File: src/rtl/vga_scan_gen.sv
// 640x480@60 raster timing generator: pixel prescaler, h/v counters, syncs, video gate, frame pulse/counter.
// Latency: all outputs registered; hsync/vsync/video_on come from next-state counters, so they have zero skew to scan_x/scan_y.
// Backpressure: none; free-running, outputs never stall.
module vga_scan_gen #(
    parameter int CLK_DIV  = 4,
    parameter int H_ACTIVE = 640,
    parameter int H_FP     = 16,
    parameter int H_SYNC   = 96,
    parameter int H_BP     = 48,
    parameter int V_ACTIVE = 480,
    parameter int V_FP     = 10,
    parameter int V_SYNC   = 2,
    parameter int V_BP     = 33
) (
    input  logic       clk,
    input  logic       reset,
    output logic [9:0] scan_x,
    output logic [8:0] scan_y,
    output logic       hsync,
    output logic       vsync,
    output logic       video_on,
    output logic       pixel_tick,
    output logic       frame_start,
    output logic [7:0] frame_count
);

    localparam int DW = (CLK_DIV > 1) ? $clog2(CLK_DIV) : 1;
    localparam logic [DW-1:0] DIV_MAX    = DW'(CLK_DIV - 1);
    localparam logic [9:0]    H_TOTAL_M1 = 10'(H_ACTIVE + H_FP + H_SYNC + H_BP - 1);
    localparam logic [9:0]    V_TOTAL_M1 = 10'(V_ACTIVE + V_FP + V_SYNC + V_BP - 1);
    localparam logic [9:0]    H_VIS      = 10'(H_ACTIVE);
    localparam logic [9:0]    V_VIS      = 10'(V_ACTIVE);
    localparam logic [9:0]    HS_FIRST   = 10'(H_ACTIVE + H_FP);
    localparam logic [9:0]    HS_LAST    = 10'(H_ACTIVE + H_FP + H_SYNC - 1);
    localparam logic [9:0]    VS_FIRST   = 10'(V_ACTIVE + V_FP);
    localparam logic [9:0]    VS_LAST    = 10'(V_ACTIVE + V_FP + V_SYNC - 1);

    logic [DW-1:0] div_cnt_q, div_cnt_d;
    logic [9:0]    h_count_q, h_count_d;
    logic [9:0]    v_count_q, v_count_d;
    logic [7:0]    frame_count_q, frame_count_d;
    logic          pixel_tick_q, pixel_tick_d;
    logic          frame_start_q, frame_start_d;
    logic          hsync_q, hsync_d;
    logic          vsync_q, vsync_d;
    logic          video_on_q, video_on_d;

    // Next-state: prescaler, raster advance on the tick cycle, and outputs decoded from the next counters.
    always_comb begin
        div_cnt_d     = (div_cnt_q == DIV_MAX) ? '0 : div_cnt_q + DW'(1);
        h_count_d     = h_count_q;
        v_count_d     = v_count_q;
        frame_count_d = frame_count_q;
        frame_start_d = 1'b0;
        // pixel_tick_q is high exactly while div_cnt_q == DIV_MAX, so it doubles as the advance enable.
        if (pixel_tick_q) begin
            if (h_count_q == H_TOTAL_M1) begin
                h_count_d = '0;
                if (v_count_q == V_TOTAL_M1) begin
                    v_count_d     = '0;
                    frame_count_d = frame_count_q + 8'd1;
                    frame_start_d = 1'b1;
                end else begin
                    v_count_d = v_count_q + 10'd1;
                end
            end else begin
                h_count_d = h_count_q + 10'd1;
            end
        end
        pixel_tick_d = (div_cnt_d == DIV_MAX);
        hsync_d      = !((h_count_d >= HS_FIRST) && (h_count_d <= HS_LAST));
        vsync_d      = !((v_count_d >= VS_FIRST) && (v_count_d <= VS_LAST));
        video_on_d   = (h_count_d < H_VIS) && (v_count_d < V_VIS);
    end

    // State register with synchronous reset to the (0,0) idle raster.
    always_ff @(posedge clk) begin
        if (reset) begin
            div_cnt_q     <= '0;
            h_count_q     <= '0;
            v_count_q     <= '0;
            frame_count_q <= '0;
            pixel_tick_q  <= 1'b0;
            frame_start_q <= 1'b0;
            hsync_q       <= 1'b1;
            vsync_q       <= 1'b1;
            video_on_q    <= 1'b1;
        end else begin
            div_cnt_q     <= div_cnt_d;
            h_count_q     <= h_count_d;
            v_count_q     <= v_count_d;
            frame_count_q <= frame_count_d;
            pixel_tick_q  <= pixel_tick_d;
            frame_start_q <= frame_start_d;
            hsync_q       <= hsync_d;
            vsync_q       <= vsync_d;
            video_on_q    <= video_on_d;
        end
    end

    assign scan_x      = h_count_q;
    assign scan_y      = v_count_q[8:0];
    assign hsync       = hsync_q;
    assign vsync       = vsync_q;
    assign video_on    = video_on_q;
    assign pixel_tick  = pixel_tick_q;
    assign frame_start = frame_start_q;
    assign frame_count = frame_count_q;

endmodule

File: config.mk
export PLATFORM = sky130hd
export DESIGN_NAME = vga_scan_gen
export DESIGN_NICKNAME = d
export VERILOG_FILES = /design/src/rtl/vga_scan_gen.sv
export SDC_FILE = /design/constraint.sdc
export NUM_CORES = 1
export LEC_CHECK = 0
export BUFFER_PORTS_ARGS = -buffer_cell sky130_fd_sc_hd__clkbuf_2
export CAP_MARGIN = 20
export CORE_UTILIZATION = 30
export CTS_CLUSTER_DIAMETER = 30
export DETAILED_ROUTE_END_ITERATION = 6
export MAX_ROUTING_LAYER = met4
export SETUP_SLACK_MARGIN = 0.4
export SLEW_MARGIN = 15
export SYNTH_ARGS = -nofsm -noshare
export SYNTH_HDL_FRONTEND = slang
export SYNTH_SLANG_ARGS = --single-unit
File: constraint.sdc
create_clock -name clk -period 3.39 [get_ports clk]
set_input_delay 0.5085 -clock clk [delete_from_list [all_inputs] [get_ports clk]]
set_output_delay 0.5085 -clock clk [all_outputs]
set_load 0.02 [all_outputs]
==> results of run 1 <==
[report_power, final]
group / switching [mW] / internal, mW / leakage [nW]
clock network: 0.140 / 0.185 / 0.0515
logic: 0.0121 / 0.00675 / 0.468
registers: 0.00505 / 0.416 / 0.283
[metrics by stage]
stage	std cells	area (µm²)	utilization (%)
after global routing	291	2010	36.0
after CTS	291	2010	36.0
after detailed placement	283	1910	34.2
final	291	2010	36.0
after floorplan	195	1760	-
after global placement	283	1910	34.2
[path summary, 6_finish.rpt]
check	from	cells past startpoint	slack, ns	endpoint
setup / recovery	scan_x[0]	7	1.04	vsync
setup reg to reg	scan_x[0]	7	1.04	vsync
hold reg to reg	div_cnt_q[0]	1	0.47	div_cnt_q[0]
hold / removal	div_cnt_q[0]	1	0.47	div_cnt_q[0]
[per-layer routing]
layer,vias up,global-route usage (%),part of all wire (%)
li1,705,-,-
met1,651,15.4,50
met2,39,18.7,43
met3,4,3.26,5.6
met4,0,5.19,1.3
met5,-,-,0
[flip-flops by register name (all words and copies together), names as in the netlist, 2 cells and up]
signal,flops
div_cnt_q,2
frame_count,8
scan_x,10
v_count_q,10
[final cells by class]
class	count	area (µm²)	area share, %
multi-input cells	136	925	46.1
flip-flops and latches	35	701	34.9
repair buffers	33	165	8.23
clock buffers	8	100	4.99
well taps	72	90.1	4.49
inverters	7	26.3	1.31
[critical path: stages, from the launching register on]
cell      delay [ns]
dfxtp_1         0.40
ha_1            0.26
nand4_4         0.16
or4_4           0.61
nor3_4          0.21
xnor2_1         0.11
nor4_2          0.34
nand4b_1        0.13
[placed cells by master, fill, tap and decap left out, types with 2 or more instances in the layout]
master / netlist / final
ha_1: 6 / 6
and4_1: 3 / 3
nand2_1: 14 / 14
inv_1: 7 / 7
nor3_1: 11 / 11
mux2i_1: 3 / 3
nand3_1: 3 / 3
xor2_1: 11 / 11
clkbuf_8: 0 / 7
nor2_1: 31 / 31
o31ai_1: 2 / 2
clkbuf_2: 0 / 33
a21oi_1: 4 / 4
o21ai_0: 3 / 3
xnor2_1: 12 / 12
dfxtp_1: 35 / 35
nand4_1: 9 / 9
[cells by family (layout without fill, tap and decap cells)]
kind of cell	count (synthesis)	in the layout	synth area share, %
mux	4	4	2.35
flops	35	35	39.8
compound gates	13	13	4.77
fa+ha+maj	6	6	4.27
xor+xnor	23	23	11.5
buf+inv	24	48	7.61
simple gates	90	90	29.7
==> impl_metrics.env, run 1 <==
export IMPL_period_minus_slack_ns=2.35
export IMPL_setup_tns_ns=0
export IMPL_io_pins=34
export IMPL_core_um2=5570
export IMPL_cts_resized=0
export IMPL_synth_top_area_share_pct=39.8
export IMPL_finalNetCount=226
export IMPL_total_power_uw=765
export IMPL_drc_errors=0
export IMPL_clockBufferDepth=2
export IMPL_synth_ff_latch_count=35
export IMPL_grt_usage_pct=12.3
export IMPL_ant_nets=0
export IMPL_fin_ws_ns=1.04
export IMPL_start_kind="register"
export IMPL_synth_most_common_cell="dfxtp_1"
export IMPL_holdWs_ns=0.466
export IMPL_fmax_mhz=425
export IMPL_die_y_um=78.6
export IMPL_numCtsBuffers=5
export IMPL_synth_fp_nets=203
export IMPL_dr_pass1_iters=4
export IMPL_setup_violations=0
export IMPL_htreeDepth=2
export IMPL_antenna_found_initial=0
export IMPL_tightest_slew_ns=0.575
export IMPL_crit_path_end_kind="register"
export IMPL_final_hold_violation_count=0
export IMPL_ys_async_sr_fraction_pct=0
export IMPL_antennaDiodeCount=0
export IMPL_worst_path_max_fanout=9
export IMPL_pre_cts_slack_ns=1.07
export IMPL_die_area_um2=6170
export IMPL_cts_root_buf="clkbuf_8"
export IMPL_outcome="finished clean"
export IMPL_synth_commonest_cells="dfxtp_1, nor2_1, nand2_1"
export IMPL_period_share_pct=69.4
export IMPL_post_cts_buffers=0
export IMPL_path_clk_slew_ns=0.07
export IMPL_synth_edf_count=0
export IMPL_avgRoutedWirePerCell_um=12.1
export IMPL_skew_ns=0.00809
export IMPL_dpl_hpwl_mm=2.61
export IMPL_ys_warn_count=0
export IMPL_initial_core_util_pct=31.6
export IMPL_seq_area_frac_synth_pct=39.8
export IMPL_grt_max_degree=29
export IMPL_io_buffer_count=33
export IMPL_die_w_um=78.6
export IMPL_cts_tree="built"
export IMPL_clkLatencyLatePin_ns=0.28
export IMPL_num_rows=27
export IMPL_netlist_instances=195
export IMPL_final_layout_size_suffix_gt1_share_pct=24.2
export IMPL_syn_avg_cell_area_um2=9.02
export IMPL_synthesis_area_um2=1760
export IMPL_grt_pass1_vias=1210
export IMPL_fill_cells=591
export IMPL_drt_iter0_markers=65
export IMPL_gr_total_overflow=0
export IMPL_power_density_nw_per_um2=381
export IMPL_synth_area_leader_cell="dfxtp_1"
export IMPL_synth_area_leaders="dfxtp_1, nor2_1, xnor2_1"
export IMPL_min_path_type="register to register"
export IMPL_p_leak_nw=0.802
export IMPL_place_congestion=0.815
export IMPL_arrival_ns=2.50
export IMPL_grt_setup_unrepaired="no"
export IMPL_drv_cap=0
export IMPL_viasPerCell=4.81
export IMPL_cp_required_ns=3.53
export IMPL_irDropWorstVdd_mv=0.188
export IMPL_cts_sinks=35
export IMPL_vias=1399
export IMPL_criticalPathCategory="register to register"
export IMPL_ctsHoldBuffers=0
export IMPL_syn2layout_area_growth_pct=14.1
export IMPL_grt_pass1_wl_mm=5.81
export IMPL_ys_types=44
export IMPL_slew_headroom_pct=61.4
export IMPL_slew_viol_final=0
export IMPL_synth_top_flop_cell="dfxtp_1"
export IMPL_routed_wl_mm=3.51
Note: power is estimated with default switching activity, not from simulation.
==> run 2: changes to the inputs <==
==> constraint.sdc (replaced) <==
create_clock -name clk -period 2.2 [get_ports clk]
set_input_delay 0.33 -clock clk [delete_from_list [all_inputs] [get_ports clk]]
set_output_delay 0.33 -clock clk [all_outputs]
set_load 0.02 [all_outputs]
==> impl_metrics.env, run 2 (synthesis results as in run 1) <==
export IMPL_pre_cts_slack_ns=0.0334
export IMPL_fmax_mhz=492
export IMPL_antenna_found_initial=0
export IMPL_fin_util_pct=42.3
export IMPL_post_dp_cell_area_um2=2010
export IMPL_tightest_slew_ns=0.314
export IMPL_cts_tree="built"
export IMPL_ant_nets=0
export IMPL_crit_path_end_kind="register"
export IMPL_grt_pass1_vias=1404
export IMPL_drt_iter0_markers=73
export IMPL_path_clk_slew_ns=0.07
export IMPL_grt_setup_unrepaired="yes"
export IMPL_core_um2=5570
export IMPL_syn2layout_area_growth_pct=33.9
export IMPL_design_area_um2=2360
export IMPL_total_power_mw=1.13
export IMPL_clkLatencyLatePin_ns=0.28
export IMPL_period_minus_slack_ns=2.03
export IMPL_setup_tns_ns=0
export IMPL_final_cell_mix="clkbuf_2, dfxtp_1, nor2_1, buf_4, nand2_1"
export IMPL_slew_viol_final=0
export IMPL_die_w_um=78.6
export IMPL_holdWs_ns=0.452
export IMPL_drv_cap=0
export IMPL_place_congestion=0.804
export IMPL_setup_violations=0
export IMPL_die_area_um2=6170
export IMPL_num_rows=27
export IMPL_routed_wl_mm=4.06
export IMPL_arrival_ns=2.25
export IMPL_dpl_hpwl_mm=2.72
export IMPL_outcome="finished clean"
export IMPL_period_share_pct=92.4
export IMPL_final_layout_size_suffix_gt1_share_pct=44.2
export IMPL_clockBufferDepth=2
export IMPL_criticalPathCategory="register to register"
export IMPL_final_hold_violation_count=0
export IMPL_finalNetCount=256
export IMPL_slew_headroom_pct=78.9
export IMPL_grt_max_degree=28
export IMPL_power_density_nw_per_um2=480
export IMPL_avgRoutedWirePerCell_um=12.6
export IMPL_irDropWorstVdd_mv=0.260
export IMPL_start_kind="register"
export IMPL_cts_sinks=35
export IMPL_mostFrequentLayoutCell="clkbuf_2"
export IMPL_io_pins=34
export IMPL_vias=1522
export IMPL_gr_total_overflow=0
export IMPL_dr_pass1_iters=4
export IMPL_cts_root_buf="clkbuf_8"
export IMPL_grt_usage_pct=14.3
export IMPL_numCtsBuffers=5
export IMPL_initial_core_util_pct=31.6
export IMPL_dp_cells=291
export IMPL_fin_ws_ns=0.168
export IMPL_p_leak_nw=0.969
export IMPL_antennaDiodeCount=0
export IMPL_fill_cells=566
export IMPL_io_buffer_count=33
export IMPL_grt_pass1_wl_mm=6.62
export IMPL_cp_required_ns=2.42
export IMPL_drc_errors=0
export IMPL_viasPerCell=4.74
export IMPL_min_path_type="register to register"
export IMPL_skew_ns=0.00356
export IMPL_htreeDepth=2
export IMPL_worst_path_max_fanout=6
export IMPL_die_y_um=78.6
export IMPL_stdcell_count=321
## run 2: worst max-delay path: stages (launching register included)
cell	delay, ns
dfxtp_4	0.39
clkinvlp_4	0.12
or4_4	0.60
buf_6	0.15
buf_6	0.12
buf_4	0.13
buf_6	0.11
a22oi_2	0.20
nand4b_1	0.15
## run 2: area by class of cell
class | count | area (µm²) | area share, %
inverter | 7 | 30.0 | 1.27
multi-input combinational | 136 | 1010 | 43.0
timing repair buffer | 63 | 420 | 17.8
clock buffer | 5 | 68.8 | 2.92
sequential | 35 | 718 | 30.5
clock inverter | 3 | 15.0 | 0.637
tap | 72 | 90.1 | 3.82
## run 2: final timing paths
path                                    from           end  slack, ns  cells past startpoint
worst max-delay path               scan_x[4]         vsync       0.17                      8
worst min-delay path            div_cnt_q[0]  div_cnt_q[0]       0.45                      1
worst max register to register     scan_x[4]         vsync       0.17                      8
worst min register to register  div_cnt_q[0]  div_cnt_q[0]       0.45                      1
## run 2: repair_timing
item / CTS / global route
hold buffers: 0 / 0
gates resized for setup: 12 / 18
setup endpoints to repair: 15 / 21
pin swaps: 19 / 9
buffers inserted: 16 / 6
cloned: 0 / 0
## run 2: report_power, final
part / total [mW] / internal, mW / switching [mW]
registers: 0.644 / 0.639 / 0.00578
clock network: 0.441 / 0.216 / 0.224
logic: 0.0455 / 0.0200 / 0.0255
## run 2: per-layer routing
metal | GRT usage [%] | part of all wire (%) | up-vias
met2 | 21.8 | 46 | 39
met3 | 3.84 | 5.3 | 8
met4 | 5.00 | 1.4 | 0
met1 | 18.1 | 47 | 711
met5 | - | 0 | -
li1 | - | - | 764
==> run 3: changes to the inputs <==
--- a/config.mk
+++ b/config.mk
@@ -7,10 +7,11 @@
 export LEC_CHECK = 0
 export BUFFER_PORTS_ARGS = -buffer_cell sky130_fd_sc_hd__clkbuf_2
 export CAP_MARGIN = 20
-export CORE_UTILIZATION = 30
+export CORE_UTILIZATION = 54
 export CTS_CLUSTER_DIAMETER = 30
 export DETAILED_ROUTE_END_ITERATION = 6
 export MAX_ROUTING_LAYER = met4
+export PLACE_DENSITY = 0.78
 export SETUP_SLACK_MARGIN = 0.4
 export SLEW_MARGIN = 15
 export SYNTH_ARGS = -nofsm -noshare
==> impl_metrics.env, run 3 (synthesis results as in run 1) <==
export IMPL_criticalPathCategory="register to register"
export IMPL_path_clk_slew_ns=0.10
export IMPL_min_path_type="input port to register"
export IMPL_num_rows=20
export IMPL_vias=1489
export IMPL_cts_root_buf="clkbuf_4"
export IMPL_clockBufferDepth=2
export IMPL_p_leak_nw=0.910
export IMPL_gr_total_overflow=0
export IMPL_grt_max_degree=15
export IMPL_final_layout_size_suffix_gt1_share_pct=36.1
export IMPL_slew_headroom_pct=76.9
export IMPL_die_area_um2=3490
export IMPL_period_share_pct=88.6
export IMPL_ctsHoldBuffers=0
export IMPL_die_w_um=59.1
export IMPL_grt_setup_unrepaired="yes"
export IMPL_drv_cap=0
export IMPL_reg2regPathDepth=6
export IMPL_grt_usage_pct=25.3
export IMPL_p_int_uw=778
export IMPL_ant_nets=0
export IMPL_r2r_end="vsync"
export IMPL_clkLatencyLatePin_ns=0.34
export IMPL_die_y_um=59.1
export IMPL_htreeDepth=2
export IMPL_numCtsBuffers=5
export IMPL_final_hold_violation_count=0
export IMPL_cts_tree="built"
export IMPL_slew_viol_final=0
export IMPL_fin_util_pct=69.9
export IMPL_start_kind="register"
export IMPL_mostFrequentLayoutCell="clkbuf_2"
export IMPL_p_comb_share_pct=3.8
export IMPL_routed_wl_mm=3.78
export IMPL_cts_sinks=35
export IMPL_place_congestion=0.914
export IMPL_hold_end="scan_x[4]"
export IMPL_reg2reg_slack_ns=0.25
export IMPL_initial_core_util_pct=57.2
export IMPL_antenna_found_initial=0
export IMPL_avgRoutedWirePerCell_um=13.4
export IMPL_p_clk_share_pct=32.6
export IMPL_dpl_hpwl_mm=2.57
export IMPL_whs_path_depth=3
export IMPL_dr_pass1_iters=4
export IMPL_total_power_mw=1.01
export IMPL_finalNetCount=245
export IMPL_period_minus_slack_ns=1.95
export IMPL_drt_iter0_markers=46
export IMPL_outcome="finished clean"
export IMPL_grt_met1_usage_pct=31.3
export IMPL_final_cell_mix="clkbuf_2, nor2_1, dfxtp_1, buf_4, nand2_1"
export IMPL_grt_pass1_wl_mm=6.27
export IMPL_power_density_nw_per_um2=471
export IMPL_grt_pass1_vias=1356
export IMPL_switching_share_pct=23.2
export IMPL_setup_violations=0
export IMPL_busiest_layer="met2"
export IMPL_setup_tns_ns=0
export IMPL_syn2layout_area_growth_pct=22.3
export IMPL_hold_start="reset"
export IMPL_cp_required_ns=2.42
export IMPL_pwr_share_seq_pct=63.6
export IMPL_drc_errors=0
export IMPL_worst_path_max_fanout=4
export IMPL_antennaDiodeCount=0
export IMPL_io_buffer_count=33
export IMPL_r2r_start="scan_x[6]"
export IMPL_arrival_ns=2.17
export IMPL_core_um2=3080
export IMPL_tightest_slew_ns=0.346
export IMPL_skew_ns=0.00602
export IMPL_crit_path_end_kind="register"
export IMPL_fmax_mhz=513
export IMPL_p_switching_uw=236
export IMPL_gr_usage_met3_pct=8.52
export IMPL_met2_usage_pct=37.8
export IMPL_io_pins=34
export IMPL_irDropWorstVdd_mv=0.459
export IMPL_viasPerCell=5.28
==> run 3: changes by cell type in the layout (fill, tap and decap cells not counted), moves of 2 or more <==
cell	delta
nand2_1	+2
nand2_2	-2
clkinv_2	-2
clkbuf_1	+2
buf_6	-8
buf_4	-3
nor2_2	-6
clkbuf_4	+5
nor2_1	+6
clkbuf_8	-5
==> run 3: routing by layer <==
| layer | vias up | wire, µm |
|---|---|---|
| li1 | 739 | - |
| met1 | 694 | 1730 |
| met2 | 49 | 1760 |
| met3 | 7 | 204 |
| met4 | 0 | 82 |
| met5 | - | 0 |
==> run 3: final cells by class <==
class	instances	area (µm²)
Sequential cell	35	721
Clock inverter	1	5.00
Fill cell	254	927
Tap cell	44	55.1
Multi-Input combinational cell	136	991
Inverter	7	26.3
Timing Repair Buffer	52	308
Clock buffer	7	45.0
==> run 3: worst max path at each step <==
stage                  to      start  depth (start not counted)
finish              vsync  scan_x[6]                          6
global route        vsync  scan_x[6]                          6
CTS                 vsync  scan_x[6]                          6
detailed placement  vsync  scan_x[1]                          7
global placement    vsync  scan_x[1]                          7
floorplan           vsync  scan_x[1]                          8
==> run 3: through the flow <==
step | hold slack, ns | std cells | setup WS [ns] | area (µm²)
floorplan | 0.428 | 195 | 0.119 | 1810
global placement | 0.442 | 260 | 0.133 | 1950
detailed placement | 0.449 | 260 | 0.0624 | 1950
CTS | 0.382 | 277 | 0.218 | 2090
global route | 0.405 | 282 | 0.164 | 2150
finish | 0.393 | 282 | 0.251 | 2150
==> run 3: timing repair <==
item                                    4_1_cts  5_1_grt
resized for setup                             6        8
setup buffers                                 9        5
pin swaps                                    10        1
endpoints found under the setup margin       15       17
gates cloned                                  0        0
==> run 3: worst max-delay path, stage by stage, from the launching register on <==
cell and delay [ns]:
dfxtp_4 0.37, nand4bb_4 0.22, or4_4 0.55, nor3_4 0.21, xnor2_2 0.10, nor4_2 0.26, nand4b_1 0.12
==> run 3: power groups by stage <==
stage	Sequential [mW]	Combinational, mW	Clock [mW]
CTS	0.646	0.0372	0.339
global placement	0.662	0.0324	0
global route	0.647	0.0433	0.357
floorplan	0.665	0.0197	0
detailed placement	0.663	0.0331	0
finish	0.645	0.0384	0.331
